===== src/rtl/signed_addsub_serial_pkg.sv =====
// Shared types and constants for the bit-serial signed add/subtract unit.
// Latency: n/a (declarations only).
// Backpressure: n/a.
package signed_addsub_pkg;

    // Default operand/result width.
    localparam int DEF_N = 8;

    // Controller states.
    typedef enum logic [1:0] {
        IDLE = 2'd0,
        RUN  = 2'd1,
        DONE = 2'd2
    } state_t;

    // Each negated operand is fed in one's-complement form. The missing +1
    // for each one rides in the initial carry, so the carry starts at 0, 1 or 2.
    function automatic logic [1:0] carry_init(input logic [1:0] sign);
        return {1'b0, sign[1]} + {1'b0, sign[0]};
    endfunction

endpackage


===== src/rtl/signed_addsub_serial_if.sv =====
// Request/result bundle between a requester and signed_addsub_serial.
// Latency: n/a (wiring only).
// Backpressure: none; start is only honoured while the unit is idle.
interface signed_addsub_serial_if
    import signed_addsub_pkg::*;
#(
    parameter int N = DEF_N
);

    logic         start;
    logic [N-1:0] a;
    logic [N-1:0] b;
    logic [1:0]   sign;
    logic         busy;
    logic         done;
    logic [N-1:0] res_signed;
    logic         ovf;

    modport master (
        output start, a, b, sign,
        input  busy, done, res_signed, ovf
    );

    modport slave (
        input  start, a, b, sign,
        output busy, done, res_signed, ovf
    );

endinterface


===== src/rtl/fa.sv =====
// One-bit full adder library cell.
// Latency: purely combinational.
// Backpressure: n/a.
module fa (
    input  logic a_i,
    input  logic b_i,
    input  logic ci_i,
    output logic s_o,
    output logic co_o
);

    assign s_o  = a_i ^ b_i ^ ci_i;
    assign co_o = (a_i & b_i) | (ci_i & (a_i ^ b_i));

endmodule


===== src/rtl/signed_addsub_serial.sv =====
// Bit-serial (+/-A)+(+/-B) mod 2^N with signed overflow flag.
// Latency: done pulses N+2 edges after the accepting edge; one op per N+4 cycles.
// Backpressure: start is ignored while busy or in the done cycle; no queueing.
module signed_addsub_serial
    import signed_addsub_pkg::*;
#(
    parameter int N = DEF_N
) (
    input  logic                   clk,
    input  logic                   rst_n,
    signed_addsub_serial_if.slave  bus
);

    // Two guard bits keep the full sum of two N-bit magnitudes representable.
    localparam int               W    = N + 2;
    localparam int               CW   = $clog2(W);
    localparam logic [CW-1:0]    LAST = CW'(N + 1);

    state_t          state_q, state_d;
    logic [CW-1:0]   cnt_q,   cnt_d;
    logic [1:0]      carry_q, carry_d;
    logic [W-1:0]    opa_q,   opa_d;
    logic [W-1:0]    opb_q,   opb_d;
    logic [W-1:0]    acc_q,   acc_d;
    logic [N-1:0]    res_q,   res_d;
    logic            ovf_q,   ovf_d;

    logic [W-1:0]    sext_a;
    logic [W-1:0]    sext_b;
    logic            sum_bit;
    logic            fa_co;

    assign sext_a = {{2{bus.a[N-1]}}, bus.a};
    assign sext_b = {{2{bus.b[N-1]}}, bus.b};

    // The sum bit only depends on carry[0]; carry[1] is folded in below.
    fa u_fa (
        .a_i  (opa_q[0]),
        .b_i  (opb_q[0]),
        .ci_i (carry_q[0]),
        .s_o  (sum_bit),
        .co_o (fa_co)
    );

    // Next-state and datapath: load on accept, one bit per RUN cycle, publish on last bit.
    always_comb begin
        state_d = state_q;
        cnt_d   = cnt_q;
        carry_d = carry_q;
        opa_d   = opa_q;
        opb_d   = opb_q;
        acc_d   = acc_q;
        res_d   = res_q;
        ovf_d   = ovf_q;
        case (state_q)
            IDLE: begin
                if (bus.start) begin
                    state_d = RUN;
                    cnt_d   = '0;
                    carry_d = carry_init(bus.sign);
                    opa_d   = bus.sign[1] ? ~sext_a : sext_a;
                    opb_d   = bus.sign[0] ? ~sext_b : sext_b;
                    acc_d   = '0;
                end
            end
            RUN: begin
                acc_d   = {sum_bit, acc_q[W-1:1]};
                carry_d = {1'b0, fa_co} + {1'b0, carry_q[1]};
                opa_d   = opa_q >> 1;
                opb_d   = opb_q >> 1;
                cnt_d   = cnt_q + CW'(1);
                if (cnt_q == LAST) begin
                    state_d = DONE;
                    cnt_d   = '0;
                    res_d   = acc_d[N-1:0];
                    // Top three sum bits disagree exactly when the value leaves N-bit range.
                    ovf_d   = (|acc_d[W-1:N-1]) & ~(&acc_d[W-1:N-1]);
                end
            end
            DONE: begin
                state_d = IDLE;
            end
            default: begin
                state_d = IDLE;
            end
        endcase
    end

    // State register.
    always_ff @(posedge clk or negedge rst_n) begin
        if (!rst_n) begin
            state_q <= IDLE;
        end else begin
            state_q <= state_d;
        end
    end

    // Datapath registers; reset abandons any operation in flight.
    always_ff @(posedge clk or negedge rst_n) begin
        if (!rst_n) begin
            cnt_q   <= '0;
            carry_q <= '0;
            opa_q   <= '0;
            opb_q   <= '0;
            acc_q   <= '0;
            res_q   <= '0;
            ovf_q   <= 1'b0;
        end else begin
            cnt_q   <= cnt_d;
            carry_q <= carry_d;
            opa_q   <= opa_d;
            opb_q   <= opb_d;
            acc_q   <= acc_d;
            res_q   <= res_d;
            ovf_q   <= ovf_d;
        end
    end

    assign bus.busy       = (state_q == RUN);
    assign bus.done       = (state_q == DONE);
    assign bus.res_signed = res_q;
    assign bus.ovf        = ovf_q;

endmodule

===== src/flat_wrapper.sv =====
// flat-port wrapper written by rule: the top's interface ports become plain ports
module signed_addsub_serial_flat import signed_addsub_pkg::*;
#(
    parameter int N = DEF_N
)
  (clk, rst_n, bus_start, bus_a, bus_b, bus_sign, bus_busy, bus_done, bus_res_signed, bus_ovf);
  signed_addsub_serial_if #(.N(N)) bus_i ();
  input  logic clk;
  input  logic rst_n;
  input wire logic [$bits(bus_i.start)-1:0] bus_start;
  input wire logic [$bits(bus_i.a)-1:0] bus_a;
  input wire logic [$bits(bus_i.b)-1:0] bus_b;
  input wire logic [$bits(bus_i.sign)-1:0] bus_sign;
  output wire logic [$bits(bus_i.busy)-1:0] bus_busy;
  output wire logic [$bits(bus_i.done)-1:0] bus_done;
  output wire logic [$bits(bus_i.res_signed)-1:0] bus_res_signed;
  output wire logic [$bits(bus_i.ovf)-1:0] bus_ovf;
  assign bus_i.start = bus_start;
  assign bus_i.a = bus_a;
  assign bus_i.b = bus_b;
  assign bus_i.sign = bus_sign;
  assign bus_busy = bus_i.busy;
  assign bus_done = bus_i.done;
  assign bus_res_signed = bus_i.res_signed;
  assign bus_ovf = bus_i.ovf;
  signed_addsub_serial #(.N(N)) u_core (.clk(clk), .rst_n(rst_n), .bus(bus_i));
endmodule

===== config.mk =====
export PLATFORM = sky130hd
export DESIGN_NAME = signed_addsub_serial_flat
export DESIGN_NICKNAME = d
export VERILOG_FILES = /design/src/rtl/signed_addsub_serial_pkg.sv /design/src/rtl/signed_addsub_serial_if.sv /design/src/rtl/fa.sv /design/src/rtl/signed_addsub_serial.sv /design/src/flat_wrapper.sv
export SDC_FILE = /design/constraint.sdc
export NUM_CORES = 1
export LEC_CHECK = 0
export CORE_UTILIZATION = 55
export CTS_BUF_LIST = sky130_fd_sc_hd__clkbuf_8
export CTS_CLUSTER_SIZE = 24
export DETAILED_ROUTE_END_ITERATION = 16
export PLACE_DENSITY_LB_ADDON = 0.12
export RECOVER_POWER = 100
export SYNTH_ARGS = -nofsm -noshare
export SYNTH_HDL_FRONTEND = slang
export SYNTH_SLANG_ARGS = --single-unit

===== constraint.sdc =====
create_clock -name clk -period 4.2 [get_ports clk]
set_clock_uncertainty 0.2 [all_clocks]
set_input_delay 0.84 -clock clk [delete_from_list [all_inputs] [get_ports clk]]
set_output_delay 0.84 -clock clk [all_outputs]
set_load 0.01 [all_outputs]

# Yosys cells after proc, flatten, opt, wreduce, memory -nomap -nowiden
# Cells that the tools add are included.
# Widths: inputs -> output; s select.
[word_totals]
register_bits = 47
input_bits = 21
out_inout_bits = 11
[classes]
n_addsub = 3
n_eq_ne = 5
n_mux = 16
bitwise = 9
n_reduce_logical = 7
[op_table]
columns = ["operator", "n"]
rows = [
  ["$pmux 10 s2", 3],
  ["$mux 10", 5],
  ["$not 10->10", 2],
  ["$mux 4", 2],
  ["$pmux 2 s2", 2],
  ["$pmux 4 s2", 1],
  ["$mux 2", 3],
  ["$reduce_and 2->1", 3],
  ["$add 1x1->2", 2],
  ["$add 4x1->4 const B", 1],
  ["$eq 4x4->1 const B", 1],
  ["$and 1x1->1", 3],
  ["$reduce_and 3->1", 1],
  ["$reduce_or 3->1", 1],
  ["$eq 2x1->1 const B", 1],
  ["$eq 2x2->1 const B", 1],
  ["$logic_not 2->1", 1],
  ["$ne 2x1->1 const B", 1],
  ["$ne 2x2->1 const B", 1],
  ["$reduce_bool 2->1", 1],
  ["$xor 1x1->1", 2],
  ["$not 1->1", 1],
  ["$or 1x1->1", 1],
]

# Depth between registers and ports, before layout
[depth]
word_depth = 5
mapped_depth = 7
depth_no_buf = 5

# By module
# From an unflattened synthesis, not the netlist that was laid out.
[hier_totals]
cells_unflattened = 205
area_unflattened_um2 = 2158.3
[modules_own_cells]
columns = ["module", "instances", "cells_per_inst", "area_each_um2", "seq_area_each_um2"]
rows = [
  ["signed_addsub_serial", 1, 204, 2138.3, 1151.1],
  ["fa", 1, 1, 20.0, 0.0],
]

# Least setup slack after synthesis
# Ideal clock, no wire load.
[synth_timing]
kind = "register -> output"
start = "register u_core.state_q[1]"
end = "output port bus_busy"
t_arrival_ps = 987
required_ps = 3160
slack_ps = 2173
path_stages_with_launch = 6
n_path_buf = 3
path_cell_list = "dfrtp_1 -> buf_6 -> nand2b_4 -> buf_12 -> inv_4 -> buf_2"
[synth_between]
elab_chain_cells = 1
[synth_lines]
columns = ["element", "line_no", "rtl"]
rows = [
  ["from (decl)", "signed_addsub_serial.sv:19", "state_t state_q, state_d;"],
  ["from (signal assigned)", "signed_addsub_serial.sv:94", "state_q <= state_d;"],
  ["$eq 2x1->1", "signed_addsub_serial.sv:119", "assign bus.busy = (state_q == RUN);"],
  ["to (decl)", "flat_wrapper.sv:14", "output wire logic [$bits(bus_i.busy)-1:0] bus_busy;"],
]
# No other way between the ends.

# Worst setup path in the final report
[layout_timing]
start = "input port bus_start"
end = "register u_core.opb_q[7]"
[layout_between]
elab_chain_cells = 2
[layout_lines]
columns = ["element", "line_no", "rtl"]
rows = [
  ["from (decl)", "flat_wrapper.sv:10", "input wire logic [$bits(bus_i.start)-1:0] bus_start;"],
  ["$ne 2x2->1 (no source line)", "-", ""],
  ["$reduce_and 2->1 (no source line)", "-", ""],
  ["to (signal assigned)", "signed_addsub_serial.sv:112", "opb_q <= opb_d;"],
  ["to (decl)", "signed_addsub_serial.sv:23", "logic [W-1:0] opb_q, opb_d;"],
]
# No other way between the ends.
# A chain may end at the register's enable or synchronous reset.

==> qor.yml <==
logic_synthesis:
  synth_top_area_share: 0.512
  ys.flop_type: "dfrtp_1"
  yosys_warnings: 0
  syn-mean-instance-area_um2: 12.2
  ys_types: 37
  synthCells: 185
  synth_nets: 211
  ys_ff_latch: 46
  ys_seq_area_frac: 0.512
  async_reset_ff_frac: 1.00
  syn_area_mm2: 0.00225
  yosysTopAreaCell: "dfrtp_1"
  netlist_top_cells_area: "dfrtp_1 (51%), xnor2_1 (5.5%), o221ai_2 (5.3%), nand2_1 (4.7%), mux2_2 (4.0%)"
  synth_edf_count: 0
layout:
  nets: 238
  syn_to_final_growth_pct: 12.6
  diodes: 0
  layout_common_cells: "dfrtp_1 (46), nand2_1 (28), clkdlybuf4s50_1 (18)"
  final_common_cell: "dfrtp_1"
  layout-drive-gt1-share: 0.0892
  nFillCells: 319
  finalNonFillerCells: 261
clock_tree:
  cts-htree-levels: 2
  clkTransAtPathRegs_ns: 0.08
  insertion_delay_ns: 0.31
  cts_sinks: 46
  cts_resized: 0
  holdBufCountCts: 0
  cts_buffers: 5
  cts_tree: "yes"
  clockBufferDepth: 2
  cts_setup_buffers: 0
  cts-root-buf: "clkbuf_8"
sta:
  slew-limit-headroom: -0.558
  setup_viol: 0
  fin_crit_ns: 3.39
  fmax_mhz: 295
  hold_viol: 0
  whs_ns: 0.293
  tns_ns: 0
  slew_viol_final: 72
  tightest_slew_ns: 2.34
  rsz0062_at_grt: "false"
  timing.final.crit_share: 0.808
drt:
  drc: 0
  num_vias: 1520
  first_pass_iters: 4
  drtIter0Drc: 118
  ant_nets: 0
  via_per_inst: 5.82
  routed_wl_um: 4360
  wl_per_cell_um: 16.7
die:
  start_util: 0.592
  die-height_um: 66.0
  dieArea_mm2: 0.00435
  core_area_mm2: 0.00380
  core.rowCount: 22
  fp.dieW_um: 66.0
  io_pins: 32
placed_design:
  dpl.hpwl_um: 2970
  io_buffers: 31
  placed_cells: 253
  place_congestion: 0.770
flow_run:
  cap_violations: 2
worst_setup_path:
  rr_startpoint: "u_core.state_q[0]$_DFFE_PN0P_"
  crit_type: "in2reg"
  endpoint_kind: "flop"
  path_cells: "dlygate4sd3_1, o21bai_1, clkbuf_1, a221o_1"
  critPathSlowestCell: "o21bai_1"
  critPathBufInv: 2
  cp_slowest_stage_delay_ns: 1.24
  crit_end: "u_core.opb_q[7]$_DFFE_PN0P_"
  required_ns: 4.24
  reg2regPathDepth: 3
  worstPathMaxFanout: 24
  cp.arrival_ns: 3.44
  worst_setup_path_start_kind: "input port"
  critPathTopFamily: "compound AO/OA/AOI/OAI gates"
  cp-startpoint: "bus_start"
  reg2reg_slack_ns: 1.32
  r2r_end: "u_core.opb_q[7]$_DFFE_PN0P_"
  cp.depth: 4
global_route:
  grt_pass1_wl_um: 7520
  grt_antenna_before_repair: 0
  grt_max_degree: 47
  grt_use_total: 0.237
  grt_pass1_vias: 1601
  overflow: 0
min_path:
  hold_class: "reg2reg"
  hold_start: "u_core.opa_q[9]$_DFFE_PN0P_"
status:
  run_status: "finished with violations"
  violations: "capacitance limit, slew limit"
power_and_ir_drop:
  peakVddDrop_uv: 280
  power.density_mw_per_mm2: 624
  p_leak_nw: 1.13
cell families (layout without fill, tap and decap cells):
kind of cell / count (synthesis) / after routing / share of synthesized area
compound gates: 47 / 47 / 0.190
flops: 46 / 46 / 0.512
simple gates: 44 / 44 / 0.0973
xor+xnor: 17 / 17 / 0.0662
buf+inv: 15 / 43 / 0.0506
mux: 11 / 11 / 0.0534
fa+ha+maj: 5 / 5 / 0.0311
worst min-delay path by stage:
stage                                       end  slack, ns  cells after the start
global placement    u_core.opb_q[9]$_DFFE_PN0P_       0.26                      1
CTS                 u_core.opa_q[9]$_DFFE_PN0P_       0.29                      1
finish              u_core.opa_q[9]$_DFFE_PN0P_       0.29                      1
global route        u_core.opa_q[4]$_DFFE_PN0P_       0.32                      2
detailed placement  u_core.opa_q[9]$_DFFE_PN0P_       0.27                      1
floorplan           u_core.opa_q[4]$_DFFE_PN0P_       0.25                      2
cell type report:
cell class              instances  area, um^2  area share
clock inverters                 3        21.3     0.00840
flip-flops and latches         46        1150       0.455
repair buffers                 33         315       0.125
clock buffers                   5        68.8      0.0272
inverters                       2        10.0     0.00395
well taps                      48        60.1      0.0237
multi-input cells             124         906       0.358
per-layer routing:
layer | vias to the layer above | part of all wire | track usage
met5 | - | 0 | 0
met4 | 0 | 0.019 | 0.104
met3 | 9 | 0.025 | 0.0586
met2 | 26 | 0.50 | 0.397
met1 | 769 | 0.46 | 0.289
li1 | 716 | - | -
worst register-to-register path, stage by stage (launching register included):
cell and delay (ns):
dfrtp_1 0.57, o21bai_1 1.31, clkbuf_1 0.50, a221o_1 0.25
sequential cells by signal (all words and copies together), names as in the netlist:
name,count
u_core.carry_q,2
u_core.opa_q,10
u_core.state_q,2
u_core.bus.ovf,1
u_core.acc_q,9
u_core.bus.res_signed,8
u_core.cnt_q,4
u_core.opb_q,10
metrics by stage:
stage | setup slack, ns | util | power [mW] | instance area (um^2)
floorplan | 2.17 | - | 1.21 | 2250
global placement | 1.43 | 0.665 | 1.35 | 2530
detailed placement | 1.34 | 0.665 | 1.38 | 2530
CTS | 1.07 | 0.689 | 1.66 | 2620
global route | 0.637 | 0.667 | 1.69 | 2530
finish | 0.808 | 0.667 | 1.58 | 2530
where the power goes:
group	switching (mW)	total, mW	internal (mW)
clock	0.154	0.271	0.117
sequential	0.131	0.737	0.605
combinational	0.285	0.573	0.288
total	0.570	1.58	1.01
synthesized netlist by cell type (2+ instances only):
library cell  number
a21o_1             3
a21oi_1            3
a221o_1            4
a22o_1             9
a22oi_1            4
buf_2              7
buf_6              4
dfrtp_1           46
ha_1               4
mux2_2             8
mux2i_1            3
nand2_1           28
nor2_1             5
nor2b_1            4
o211ai_2           2
o21ai_0            8
o221ai_2           8
xnor2_1           14
xor2_1             3
No activity file was read; power rests on OpenSTA's default activity.
==> RTL edit: new RTL, same settings <==
Re-encode `state_t` (3 states) as one-hot, 3 bits wide.
--- a/src/rtl/signed_addsub_serial_pkg.sv
+++ b/src/rtl/signed_addsub_serial_pkg.sv
@@ -8,8 +8,8 @@
 
     // Controller states.
-    typedef enum logic [1:0] {
-        IDLE = 2'd0,
-        RUN  = 2'd1,
-        DONE = 2'd2
+    typedef enum logic [2:0] {
+        IDLE = 3'b001,
+        RUN  = 3'b010,
+        DONE = 3'b100
     } state_t;
 
Function: no difference found for any inputs over 10 cycles, from zero or initial values and one cycle with rst_n low; not proved beyond that.
==> RTL edit against the unedited design <==
  * The run still ends with max-capacitance violations, max-slew violations left
  * Core utilization increased by 1.9 points
  * Total power decreased by 8.2%
  * Wire length decreased by 9.7%
  * Synthesized area decreased by 6.0%
  * Sequential cell count increased by 1
  * Highest routed layer unchanged
  * Design area decreased by 0.15%
  * Combinational power decreased by 24%
  * Largest power group unchanged
  * Worst setup slack improved by 0.087 ns
==> RTL edit: results (changes against the unedited design) <==
pin count of the biggest net entering global routing - 48 (+2.1%)
WL final - 3940 µm (-9.7%)
routability cong. - 0.782 (+1.6%)
origin of the critical flop-to-flop path - u_core.state_q[1]
max-slew violations - 48 (-33%)
failing checks - max-capacitance violations, max-slew violations
first-pass GRT wire length - 7030 µm (-6.5%)
post-DP HPWL - 2720 µm (-8.4%)
vias in the first global route - 1451 (-9.4%)
Post-DP Area - 2440 µm² (-3.6%)
XOR/XNOR Fraction of Synth Area - 0.0662 (about the same)
Vias - 1426 (-6.2%)
Critical Path Source - u_core.state_q[0]
outcome - finished, violations left
DRT iter0 DRCs - 67 (-43%)
post-synth net total - 203 (-3.8%)
leakage power - 1.21 nW (+6.9%)
Post-synth top cells - dfrtp_1 (46), inv_1 (17), o22ai_1 (15)
nets - 232 (-2.5%)
FILL cells - 289 (-9.4%)
dominant cells by area after synthesis - dfrtp_1 (54%), mux2_2 (5.9%), xor2_1 (5.8%)
post-synthesis mux area share - 0.0686 (+0.0152)
Max VDD drop - 0.000301 V (+7.6%)
Net Sw Frac - 0.331 (-0.0296)
crit path max fanout - 20 (-17%)
total track usage - 0.231 (-0.00596)
cts bufs inserted - 5 (unchanged)
synth unique cells - 38 (+2.7%)
maxcap violations - 1 (-1)
layout cells sized above 1 - 0.0966 (+0.00742)
Critical Path AT - 2.26 ns (-1.18 ns)
complex-gate fraction of the synthesized area - 0.159 (-0.0306)
H-tree levels - 2 (unchanged)
RTL edit: layout make-up:
class,instances,area (µm²),share of cell area
Clock buffer,6,82.6,0.0327
Multi-Input combinational cell,101,795,0.314
Inverter,19,71.3,0.0282
Timing Repair Buffer,32,308,0.122
Tap cell,48,60.1,0.0238
Sequential cell,47,1180,0.466
Clock inverter,2,35.0,0.0139
RTL edit: worst max-delay path, stage by stage (launching register included):
cell           delay [ns]
dfstp_2              0.56
or3b_1               0.58
clkinv_1             0.18
dlygate4sd3_1        0.64
RTL edit: power groups by stage:
stage	registers [mW]	logic, mW	clock network, mW
after CTS	0.679	0.449	0.343
after floorplan	0.661	0.354	0
after global placement	0.678	0.423	0
final	0.680	0.434	0.336
after detailed placement	0.685	0.452	0
after global routing	0.699	0.499	0.364
RTL edit: metal layers:
layer	wire, µm	track usage
met5	0	0
met4	73	0.0824
met3	175	0.0554
met2	1950	0.372
met1	1740	0.305
RTL edit: worst paths after layout:
check,endpoint,slack [ns],cells after the start
max,bus_busy,0.90,3
min,u_core.opa_q[9],0.28,1
max reg2reg,u_core.carry_q[0],1.39,5
min reg2reg,u_core.opa_q[9],0.28,1
max in group asynchronous,u_core.opa_q[4],1.33,1
min in group asynchronous,u_core.cnt_q[3],1.08,1
RTL edit: cells by family after synthesis:
group           count (synthesis)
xor+xnor                       16
fa+ha+maj                       5
buf+inv                        29
mux                            13
simple gates                   18
compound gates                 49
flops                          47
RTL edit: metrics by stage:
step / std cells / hold WS, ns / setup slack [ns]
6_report: 255 / 0.284 / 0.895
5_1_grt: 255 / 0.307 / 0.696
4_1_cts: 255 / 0.286 / 0.896
3_5_place_dp: 247 / 0.267 / 1.22
3_3_place_gp: 247 / 0.262 / 1.31
2_1_floorplan: 177 / 0.250 / 2.04
